<file path="src/rtl/regfile_pkg.sv">
// Shared constants and types for the scoreboarded register file.
// Default geometry, hardwired-zero index and busy-vector type.
package regfile_pkg;

   localparam int DEF_WIDTH    = 16;
   localparam int DEF_REG_BITS = 4;
   localparam int DEF_DEPTH    = 2 ** DEF_REG_BITS;
   localparam int ZERO_IDX     = 0;

   typedef logic [DEF_DEPTH-1:0] busy_vec_t;

endpackage

</file>
<file path="src/rtl/regfile_busy_tracker.sv">
// Per-register pending-write scoreboard.
// Ports: clk/reset, clear (clr_en/clr_index), set (set_en/set_index),
// lookups A_index/B_index -> A_busy/B_busy, any_busy (OR of all bits).
module regfile_busy_tracker
   import regfile_pkg::*;
#(
   parameter int REG_BITS = DEF_REG_BITS,
   parameter int ZERO_REG = 1
) (
   input  logic                clk,
   input  logic                reset,
   input  logic                clr_en,
   input  logic [REG_BITS-1:0] clr_index,
   input  logic                set_en,
   input  logic [REG_BITS-1:0] set_index,
   input  logic [REG_BITS-1:0] A_index,
   input  logic [REG_BITS-1:0] B_index,
   output logic                A_busy,
   output logic                B_busy,
   output logic                any_busy
);

   localparam int DEPTH = 2 ** REG_BITS;

   logic [DEPTH-1:0] busy;
   logic [DEPTH-1:0] busy_nxt;

   // Set is applied after clear: a new load issued in the same cycle
   // that the previous one retires keeps the register busy.
   always_comb begin
      busy_nxt = busy;
      if (clr_en)
         busy_nxt[clr_index] = 1'b0;
      if (set_en)
         busy_nxt[set_index] = 1'b1;
      if (ZERO_REG != 0)
         busy_nxt[ZERO_IDX] = 1'b0;
   end

   always_ff @(posedge clk or posedge reset) begin
      if (reset)
         busy <= '0;
      else
         busy <= busy_nxt;
   end

   assign A_busy   = busy[A_index];
   assign B_busy   = busy[B_index];
   assign any_busy = |busy;

endmodule

</file>
<file path="src/rtl/regfile_scoreboard_bypass.sv">
// Two-read/one-write register file with optional write bypass and a
// busy scoreboard. Ports: write (reg_write/write_index/write_data),
// reads A/B (index -> data, busy), busy_set/busy_index, any_busy.
module regfile_scoreboard_bypass
   import regfile_pkg::*;
#(
   parameter int WIDTH    = DEF_WIDTH,
   parameter int REG_BITS = DEF_REG_BITS,
   parameter int BYPASS   = 1,
   parameter int ZERO_REG = 1
) (
   input  logic                clk,
   input  logic                reset,
   input  logic                reg_write,
   input  logic [REG_BITS-1:0] write_index,
   input  logic [WIDTH-1:0]    write_data,
   input  logic [REG_BITS-1:0] A_index,
   input  logic [REG_BITS-1:0] B_index,
   output logic [WIDTH-1:0]    A_data,
   output logic [WIDTH-1:0]    B_data,
   input  logic                busy_set,
   input  logic [REG_BITS-1:0] busy_index,
   output logic                A_busy,
   output logic                B_busy,
   output logic                any_busy
);

   localparam int DEPTH = 2 ** REG_BITS;
   localparam logic [REG_BITS-1:0] ZIDX = REG_BITS'(ZERO_IDX);

   logic [WIDTH-1:0] ram [DEPTH];

   logic wr_zero;
   logic a_zero;
   logic b_zero;
   logic wr_ok;
   logic a_fwd;
   logic b_fwd;
   logic a_busy_raw;
   logic b_busy_raw;

   assign wr_zero = (ZERO_REG != 0) && (write_index == ZIDX);
   assign a_zero  = (ZERO_REG != 0) && (A_index == ZIDX);
   assign b_zero  = (ZERO_REG != 0) && (B_index == ZIDX);
   assign wr_ok   = reg_write && !wr_zero;

   always_ff @(posedge clk or posedge reset) begin
      if (reset) begin
         for (int i = 0; i < DEPTH; i++)
            ram[i] <= '0;
      end else if (wr_ok) begin
         ram[write_index] <= write_data;
      end
   end

   // Forwarding only fires for a real (non-hardwired) write target.
   assign a_fwd = (BYPASS != 0) && wr_ok && (write_index == A_index);
   assign b_fwd = (BYPASS != 0) && wr_ok && (write_index == B_index);

   always_comb begin
      A_data = ram[A_index];
      if (a_zero)
         A_data = '0;
      else if (a_fwd)
         A_data = write_data;
   end

   always_comb begin
      B_data = ram[B_index];
      if (b_zero)
         B_data = '0;
      else if (b_fwd)
         B_data = write_data;
   end

   regfile_busy_tracker #(
      .REG_BITS (REG_BITS),
      .ZERO_REG (ZERO_REG)
   ) u_busy (
      .clk       (clk),
      .reset     (reset),
      .clr_en    (reg_write),
      .clr_index (write_index),
      .set_en    (busy_set),
      .set_index (busy_index),
      .A_index   (A_index),
      .B_index   (B_index),
      .A_busy    (a_busy_raw),
      .B_busy    (b_busy_raw),
      .any_busy  (any_busy)
   );

   // A forwarded value satisfies the pending write, so don't stall on it.
   assign A_busy = a_busy_raw && !a_fwd;
   assign B_busy = b_busy_raw && !b_fwd;

endmodule
</file>
<file path="config.mk">
export PLATFORM = sky130hd
export DESIGN_NAME = regfile_scoreboard_bypass
export DESIGN_NICKNAME = d
export VERILOG_FILES = /design/src/rtl/regfile_pkg.sv /design/src/rtl/regfile_busy_tracker.sv /design/src/rtl/regfile_scoreboard_bypass.sv
export SDC_FILE = /design/constraint.sdc
export NUM_CORES = 1
export LEC_CHECK = 0
export ABC_CLOCK_PERIOD_IN_PS = 14200
export CORE_MARGIN = 2
export CORE_UTILIZATION = 55
export CTS_CLUSTER_SIZE = 25
export DETAILED_ROUTE_END_ITERATION = 10
export GPL_ROUTABILITY_DRIVEN = 0
export PLACE_DENSITY = 0.74
export SYNTH_ARGS = -nofsm -noshare
export SYNTH_HDL_FRONTEND = slang
export SYNTH_SLANG_ARGS = --single-unit
</file>
<file path="constraint.sdc">
create_clock -name clk -period 14.2 [get_ports clk]
set_input_delay 2.13 -clock clk [delete_from_list [all_inputs] [get_ports clk]]
set_output_delay 2.13 -clock clk [all_outputs]
set_load 0.01 [all_outputs]
</file>
### Word-level counts from Yosys, hierarchy flattened

Cells that the tools add are included.
W data, S select, Z words.

* register bits after elaboration: 271
* input bits: 36
* output and inout port bits: 35
* word-level logic and storage cells: 73

* order comparisons: 10
* equal/unequal tests: 2
* mux-type cells: 23
* bitwise operators: 6
* reductions and logical operators: 15

Operators with widths (count)
* $bwmux W256: 1
* $mux W16: 11
* $bmux W16 S4: 2
* $demux W16 S4: 1
* $lt A4 B5 Y1 const B: 4
* $and A16 B16 Y16: 1
* $not A16 Y16: 1
* $or A16 B16 Y16: 1
* $ge A5 B5 Y1 const B: 3
* $not A4 Y5: 3
* $reduce_or A15 Y1: 1
* $logic_not A4 Y1: 3
* $bmux W1 S4: 2
* $demux W1 S4: 2
* $eq A4 B4 Y1: 2
* $ge A4 B1 Y1 const B: 2
* $logic_and A1 B1 Y1: 8
* $lt A5 B1 Y1 const B: 1
* $mux W1: 4
* $logic_not A1 Y1: 3

### Logic depth before layout (Yosys ltp)

Gate-level depths: netlist of the first run.

* depth in word-level cells: 9
* depth in mapped cells: 8

### Cells and area by module

Synthesis of the first run repeated with hierarchy kept, for this count alone.

* cells, all modules: 1153
* area total of the unflattened synthesis: 15209.6 um2

Modules (own cells, without submodules)
* regfile_scoreboard_bypass: times used 1, cells an instance 1054, area each 14242.4 um2, seq. area each 6406.1 um2
* regfile_busy_tracker: times used 1, cells an instance 99, area each 967.2 um2, seq. area each 375.4 um2

### Least setup slack after synthesis of the first run

No wires, ideal clock.

* path type: in2out
* start: in B_index[0]
* end: out B_data[15]
* arrival: 3.618 ns
* required time: 12.070 ns
* setup slack: 8.452 ns
* cell stages on the path: 6
* path through: buf_2 > buf_2 > mux4_2 > mux2i_1 > nand2_1 > a32o_1

* word-level cells in the longest chain between the ends: 6
* elaborated cells on any way between the ends: 9
* classes of those cells: eq/ne (1); mux (5); bitwise (1); reduce/logical (2)

RTL lines
* from (decl): RTL line regfile_scoreboard_bypass.sv:18 `input logic [REG_BITS-1:0] B_index,`
* $not A4 Y5 (implied by the code): RTL line regfile_scoreboard_bypass.sv:69 `B_data = ram[B_index];`
* $bmux W16 S4: RTL line regfile_scoreboard_bypass.sv:69
* $mux W16 (implied by the code) (2 in a row): RTL line regfile_scoreboard_bypass.sv:69
* $mux W16: RTL line regfile_scoreboard_bypass.sv:72 `else if (b_fwd)`
* $mux W16 *: RTL line regfile_scoreboard_bypass.sv:70 `if (b_zero)`
* to (decl): RTL line regfile_scoreboard_bypass.sv:20 `output logic [WIDTH-1:0] B_data,`

Every way passes the cells marked *; elsewhere a longest branch is shown, timed or not. The select of a mux whose other input is x is not followed.

### Worst setup path in the final report of the first run

* start: in A_index[2]
* end: out A_data[5]

* word-level cells in the longest chain between the ends: 6
* elaborated cells on any way between the ends: 9
* classes of those cells: eq/ne (1); mux (5); bitwise (1); reduce/logical (2)

RTL lines
* from (decl): RTL line regfile_scoreboard_bypass.sv:17 `input logic [REG_BITS-1:0] A_index,`
* $not A4 Y5 (implied by the code): RTL line regfile_scoreboard_bypass.sv:61 `A_data = ram[A_index];`
* $bmux W16 S4: RTL line regfile_scoreboard_bypass.sv:61
* $mux W16 (implied by the code) (2 in a row): RTL line regfile_scoreboard_bypass.sv:61
* $mux W16: RTL line regfile_scoreboard_bypass.sv:64 `else if (a_fwd)`
* $mux W16 *: RTL line regfile_scoreboard_bypass.sv:62 `if (a_zero)`
* to (decl): RTL line regfile_scoreboard_bypass.sv:19 `output logic [WIDTH-1:0] A_data,`

Marked as above.

==> out/metrics.yaml, run 1 <==
yosys:
  synth.avg_cell_area_sq_um: 14.70
  synth_seq_area_share_pct: 45.87
  yosys.area_share.simple_pct: 3.715
  ys.flop_type: "dfrtp_1"
  synth-compound-area-share_pct: 5.797
  synth_top_family_by_area: "multiplexers"
  syn_area_sq_um: 14780
  synth_cells: 1006
  ys_seq_elements: 271
  ys_types: 45
  yosys.area_share.xor_xnor_pct: 0.4739
  synth_nets: 1042
  synthAdderAreaFrac_pct: 0
  synthMuxAreaShare_pct: 40.29
  async_flop_share_pct: 100.0
  synth_edf_count: 0
  yosys_warnings: 0
clocking:
  cts-root-buf: "clkbuf_16"
  h-tree-depth: 1
  clockBufferDepth: 3
  clock_latency_ns: 0.55
  cts_made_buffers: 30
  cts-hold-fix-buffers: 0
  cts_tree: "built"
  cts_resized: 0
  clk_pin_slew_ns: 0.06
  cts_setup_buffers: 0
  cts_sinks: 271
status:
  run_status: "finished clean"
drt:
  post-route-drc-count: 0
  num_vias: 9499
  drt-pass1-iter-count: 5
  drtIter0Drc: 785
  wire_per_inst_um: 27.50
  ant_nets: 0
  finalWirelength_um: 38060
  post_drt_via_cell_ratio: 6.863
global_route:
  use_met2_pct: 46.53
  grt_overflow: 0
  grt_pass1_wl_um: 59600
  use_met1_pct: 36.28
  antenna_found_initial: 0
  grt_pass1_vias: 9885
  grt_max_degree: 135
  grtUsageTotal_pct: 27.76
  grtUsageMet3_pct: 7.052
  busiest_layer: "met2"
sta:
  finalWorstSetupSlack_ns: 6.829
  worstMarginPinSlew_ns: 1.219
  period_needed_ns: 7.371
  setup_viol: 0
  fin_skew_ns: 0
  finalHoldViolCount: 0
  rsz0062_at_grt: "false"
  slew_headroom_pct: 18.46
  fmax_ghz: 0.1357
  slew_viol_final: 0
  fin_crit_sh_pct: 51.91
  finalSetupTns_ns: 0
worst_setup_path:
  arrival_ns: 5.24
  critPathLaunch: "A_index[2]"
  startpoint_type: "input port"
  cp-end-kind: "output pin"
  cp.required_ns: 12.07
  timing.rr.start: "ram[113]"
  cp_max_fo: 16
  worstSetupPathType: "in -> out"
place:
  dp.cells: 1328
  place_ws_ns: 6.837
  port_buffers: 70
  hpwl_um: 22440
floorplanning:
  die_w_um: 168.0
  dieArea_sq_um: 28210
  fp.coreArea_sq_um: 26650
  ios: 71
  start_util_pct: 55.47
  die_h_um: 168.0
  std_cell_rows: 60
finish:
  drive_gt1_share_pct: 39.79
  num_antenna_cells: 0
  utilization_pct: 62.22
  instances_no_fill: 1384
  num-nets-final: 1055
  area_growth_pct: 12.16
power_and_ir_drop:
  p_leak_nw: 6.880
  p_per_area_nw_per_um2: 145.5
  peakVddDrop_uv: 114.6
worst_hold_path:
  hp-class: "reg -> reg"
  hp-start: "ram[250]"
flow_run:
  cap_viol_max_count: 0
-- stage by stage --
| stage | total power [mW] | area (sq um) | hold WS (ns) |
|---|---|---|---|
| 4_1_cts | 2.423 | 16580 | 0.3973 |
| 6_report | 2.413 | 16580 | 0.3986 |
| 2_1_floorplan | 1.466 | 14780 | 0.4385 |
| 5_1_grt | 2.521 | 16580 | 0.4064 |
| 3_3_place_gp | 1.619 | 15570 | 0.3769 |
| 3_5_place_dp | 1.639 | 15570 | 0.3820 |
-- logic make-up after synthesis --
| family | Yosys count |
|---|---|
| mux | 394 |
| simple gates | 108 |
| compound gates | 109 |
| xor+xnor | 8 |
| buf+inv | 116 |
| flops | 271 |
-- routing by layer --
metal / vias up / wire length (um)
met4: 0 / 932
met1: 5097 / 15450
li1: 3925 / -
met2: 396 / 18820
met5: - / 0
met3: 81 / 2859
-- cell usage after synthesis (2+ instances only) --
| cell | count | area (sq um) |
|---|---|---|
| mux2_2 | 189 | 2128 |
| mux4_1 | 6 | 157.7 |
| a22o_1 | 17 | 148.9 |
| nand3b_1 | 5 | 37.54 |
| nand3_1 | 4 | 20.02 |
| o21ai_0 | 18 | 90.09 |
| buf_2 | 45 | 225.2 |
| and2_1 | 2 | 12.51 |
| nor2b_1 | 20 | 125.1 |
| xnor2_1 | 2 | 17.52 |
| o31ai_1 | 2 | 15.01 |
| nand2_1 | 42 | 157.7 |
| buf_1 | 2 | 7.510 |
| mux2i_1 | 18 | 180.2 |
| mux4_2 | 129 | 2905 |
| inv_1 | 3 | 11.26 |
| xor2_1 | 6 | 52.55 |
| nand2b_1 | 7 | 43.79 |
| nor3b_1 | 2 | 15.01 |
| nor4_1 | 4 | 25.02 |
| mux2_1 | 52 | 585.6 |
| a22oi_1 | 32 | 240.2 |
| buf_4 | 4 | 30.03 |
| a21oi_1 | 2 | 10.01 |
| a32o_1 | 16 | 160.2 |
| or3_1 | 3 | 18.77 |
| dfrtp_1 | 271 | 6782 |
| buf_6 | 6 | 67.56 |
| nor2_1 | 13 | 48.80 |
| a211o_1 | 15 | 131.4 |
| clkbuf_1 | 54 | 202.7 |
| nor3_1 | 2 | 10.01 |
-- worst max-delay path, cell delays in order --
cell and delay [ns]:
clkdlybuf4s50_1 0.80, nor2_2 0.23, buf_4 0.27, nand2_1 0.08
o31a_1 0.86, a22o_1 0.29, clkdlybuf4s50_1 0.56
-- registers in the layout, summed over array words and instances (netlist names) --
register,cells
u_busy.busy,15
ram,256
-- report_power, final --
part           leakage (nW)  internal [mW]  switching [mW]
Combinational          3.02          0.353           0.208
Sequential             3.35          0.943           0.129
Clock                 0.510          0.472           0.308
-- cell usage in the layout, fill, tap and decap left out, drive strengths merged, types with 2 or more instances in the layout --
cell	Yosys	routed
xor2	6	6
mux2i	18	18
a211o	15	15
nand2b	7	7
nor2	13	13
clkbuf	55	48
buf	58	30
o31ai	2	2
xnor2	2	2
clkinv	0	7
inv	3	3
nor3b	2	2
nor2b	20	20
mux4	135	135
a22oi	32	32
dfrtp	271	271
and2	2	2
nand3	4	4
nand3b	5	5
nand2	42	42
mux2	241	241
nor4	5	5
o21ai	18	18
a22o	17	17
nor3	3	3
a32o	16	16
a21oi	3	3
or3	3	3
clkdlybuf4s50	0	64
-- final timing paths --
kind | endpoint | slack [ns] | depth (start not counted)
setup reg to reg | ram[113] | 13.34 | 1
hold reg to reg | ram[250] | 0.40 | 0
min in group asynchronous | ram[253] | 2.18 | 2
setup / recovery | A_data[5] | 6.83 | 7
hold / removal | ram[250] | 0.40 | 0
max in group asynchronous | ram[93] | 9.68 | 4
-- layout make-up --
| cell class | count | area (sq um) |
|---|---|---|
| clock inverter | 8 | 65.06 |
| fill | 1975 | 10070 |
| inverter | 3 | 18.77 |
| timing repair buffer | 94 | 863.3 |
| tap | 341 | 426.7 |
| sequential | 271 | 6782 |
| multi-input combinational | 619 | 7477 |
| clock buffer | 48 | 949.7 |
(Power assumes the default switching activity.)
==> run 2, diff against run 1 <==
--- a/config.mk
+++ b/config.mk
@@ -5,7 +5,7 @@
 export SDC_FILE = /design/constraint.sdc
 export NUM_CORES = 1
 export LEC_CHECK = 0
-export ABC_CLOCK_PERIOD_IN_PS = 14200
+export ABC_CLOCK_PERIOD_IN_PS = 7600
 export CORE_MARGIN = 2
 export CORE_UTILIZATION = 55
 export CTS_CLUSTER_SIZE = 25
==> constraint.sdc (replaced) <==
create_clock -name clk -period 7.6 [get_ports clk]
set_input_delay 1.14 -clock clk [delete_from_list [all_inputs] [get_ports clk]]
set_output_delay 1.14 -clock clk [all_outputs]
set_load 0.01 [all_outputs]
==> run 2 against run 1 <==
The flow now finishes with violations (capacitance limit, slew limit). Final cell count about the same. Die area unchanged. Global-route usage increased by 0.74 points. Hold slack got worse by 0.0053 ns. Register-to-register slack got worse by 6.6 ns. Non-clock buffer count increased by 3. Combinational power increased by 87%. First-iteration DRC count increased by 16%. Cell area increased by 0.41%. Flip-flop and latch count unchanged. Largest power group unchanged.
==> out/metrics.yaml, run 2 (synthesis gave the netlist of run 1 again) <==
status:
  run_status: "finished with violations"
  violations: "capacitance limit, slew limit"
drt:
  top_layer: "met4"
  post-route-drc-count: 0
  route.met3.wl_um: 2766
  wire_per_inst_um: 28.32
  finalWirelength_um: 39230
  drtIter0Drc: 911
  m1WireLength_um: 16560
  post_drt_via_cell_ratio: 6.825
  wl_met2_um: 18900
  drt-pass1-iter-count: 5
  num_vias: 9453
  ant_nets: 0
clocking:
  cts_setup_buffers: 0
  clockBufferDepth: 3
  cts_tree: "built"
  cts_sinks: 271
  h-tree-depth: 1
  cts-root-buf: "clkbuf_16"
  cts-hold-fix-buffers: 0
  cts_made_buffers: 30
  clock_latency_ns: 0.55
  cts_resized: 0
  clk_pin_slew_ns: 0.06
worst_setup_path:
  arrival_ns: 4.46
  timing.rr.start: "ram[182]"
  startpoint_type: "input port"
  cp.required_ns: 6.46
  crit_chain: "buf_4 > buf_4 > nor4_1 > a21oi_2 > a32o_1 > clkdlybuf4s50_1"
  regToRegSetupSlack_ns: 6.77
  critical_path_buf_inv_count: 3
  slowest_delay_ns: 1.14
  critPathSlowestCell: "a21oi_2"
  crit_family: "buffers and inverters"
  cpMostUsedCell: "buf_4"
  reg2reg_to: "ram[182]"
  cp-end-kind: "output pin"
  cp_max_fo: 36
  rr_worst_depth: 1
  worstSetupPathType: "in -> out"
finish:
  fillers: 1956
  seqCellArea_sq_um: 6782
  num-nets-final: 1058
  area_growth_pct: 12.63
  instances_no_fill: 1385
  num_antenna_cells: 0
  largest-register: "ram"
  final_common_cell: "dfrtp_1"
  layout_common_cells: "271 x dfrtp_1, 189 x mux2_2, 129 x mux4_2"
  largestRegisters: "ram: 256 flops, u_busy.busy: 15 flops"
  largest_register_ffs: 256
  multiInputGateArea_sq_um: 7472
  drive_gt1_share_pct: 40.23
place:
  port_buffers: 70
  place_ws_ns: 2.086
  dp.cells: 1331
  hpwl_um: 22980
floorplanning:
  dieArea_sq_um: 28210
  fp.coreArea_sq_um: 26650
  die_w_um: 168.0
  die_h_um: 168.0
  std_cell_rows: 60
  start_util_pct: 55.47
  ios: 71
sta:
  finalHoldViolCount: 0
  worstMarginPinSlew_ns: 1.543
  finalWorstSetupSlack_ns: 1.995
  slew_headroom_pct: -2.846
  slew_viol_final: 17
  finalSetupTns_ns: 0
  fin_skew_ns: 0
  rsz0062_at_grt: "false"
  fin_crit_sh_pct: 73.75
  setup_viol: 0
  period_needed_ns: 5.605
  fmax_ghz: 0.1784
worst_hold_path:
  worstHoldEndpoint: "ram[249]"
  hp-class: "reg -> reg"
  holdPathStages: 0
  hp-start: "ram[249]"
global_route:
  grtUsageTotal_pct: 28.50
  grt_pass1_wl_um: 60550
  grt_max_degree: 73
  antenna_found_initial: 0
  grt_pass1_vias: 9791
  grt_overflow: 0
power_and_ir_drop:
  finalPower_mw: 4.616
  peakVddDrop_uv: 223.6
  p_per_area_nw_per_um2: 277.2
  p_leak_nw: 6.917
flow_run:
  cap_viol_max_count: 1
==> run 2: cell count changes in the layout (fill, tap and decap cells not counted) <==
cell,previous run,this run
clkbuf_8,11,6
clkbuf_1,6,2
clkinv_4,0,1
buf_4,29,32
clkinv_2,7,9
nor2_4,1,0
nor2_2,9,10
bufinv_16,1,5
clkinvlp_4,0,1
inv_8,1,0
==> run 2: worst max-delay path by stage <==
stage,start,slack (ns),endpoint,cells after the start
6_report,B_index[1],2.00,B_data[6],6
5_1_grt,B_index[1],1.91,B_data[7],6
4_1_cts,B_index[1],2.15,B_data[7],6
3_5_place_dp,B_index[1],2.09,B_data[7],6
3_3_place_gp,B_index[1],2.07,B_data[7],6
2_1_floorplan,reset,2.88,ram[0],1
==> run 2: cell type report <==
cell class,count,share of cell area (%)
clock buffer,39,5.200
tap,341,2.562
sequential,271,40.73
clock inverter,15,1.225
timing repair buffer,97,5.320
inverter,3,0.09017
multi-input combinational,619,44.88
==> run 2: layer usage <==
metal,vias to the layer above,track usage [%]
met5,-,0
met4,0,8.507
met3,64,5.195
met2,386,45.49
met1,5064,40.53
li1,3939,-
==> run 2: report_power, final <==
part	internal, mW	switching (mW)	leakage, nW
clock network	0.965	0.595	0.537
logic	0.660	0.390	3.03
registers	1.76	0.245	3.35
==> run 2: metrics by stage <==
stage | util [%] | hold slack [ns] | cell area [sq um]
after global routing | 62.48 | 0.4104 | 16650
after global placement | 58.46 | 0.3811 | 15580
final | 62.48 | 0.3933 | 16650
after CTS | 62.48 | 0.3970 | 16650
after floorplan | - | 0.4385 | 14790
after detailed placement | 58.46 | 0.3823 | 15580
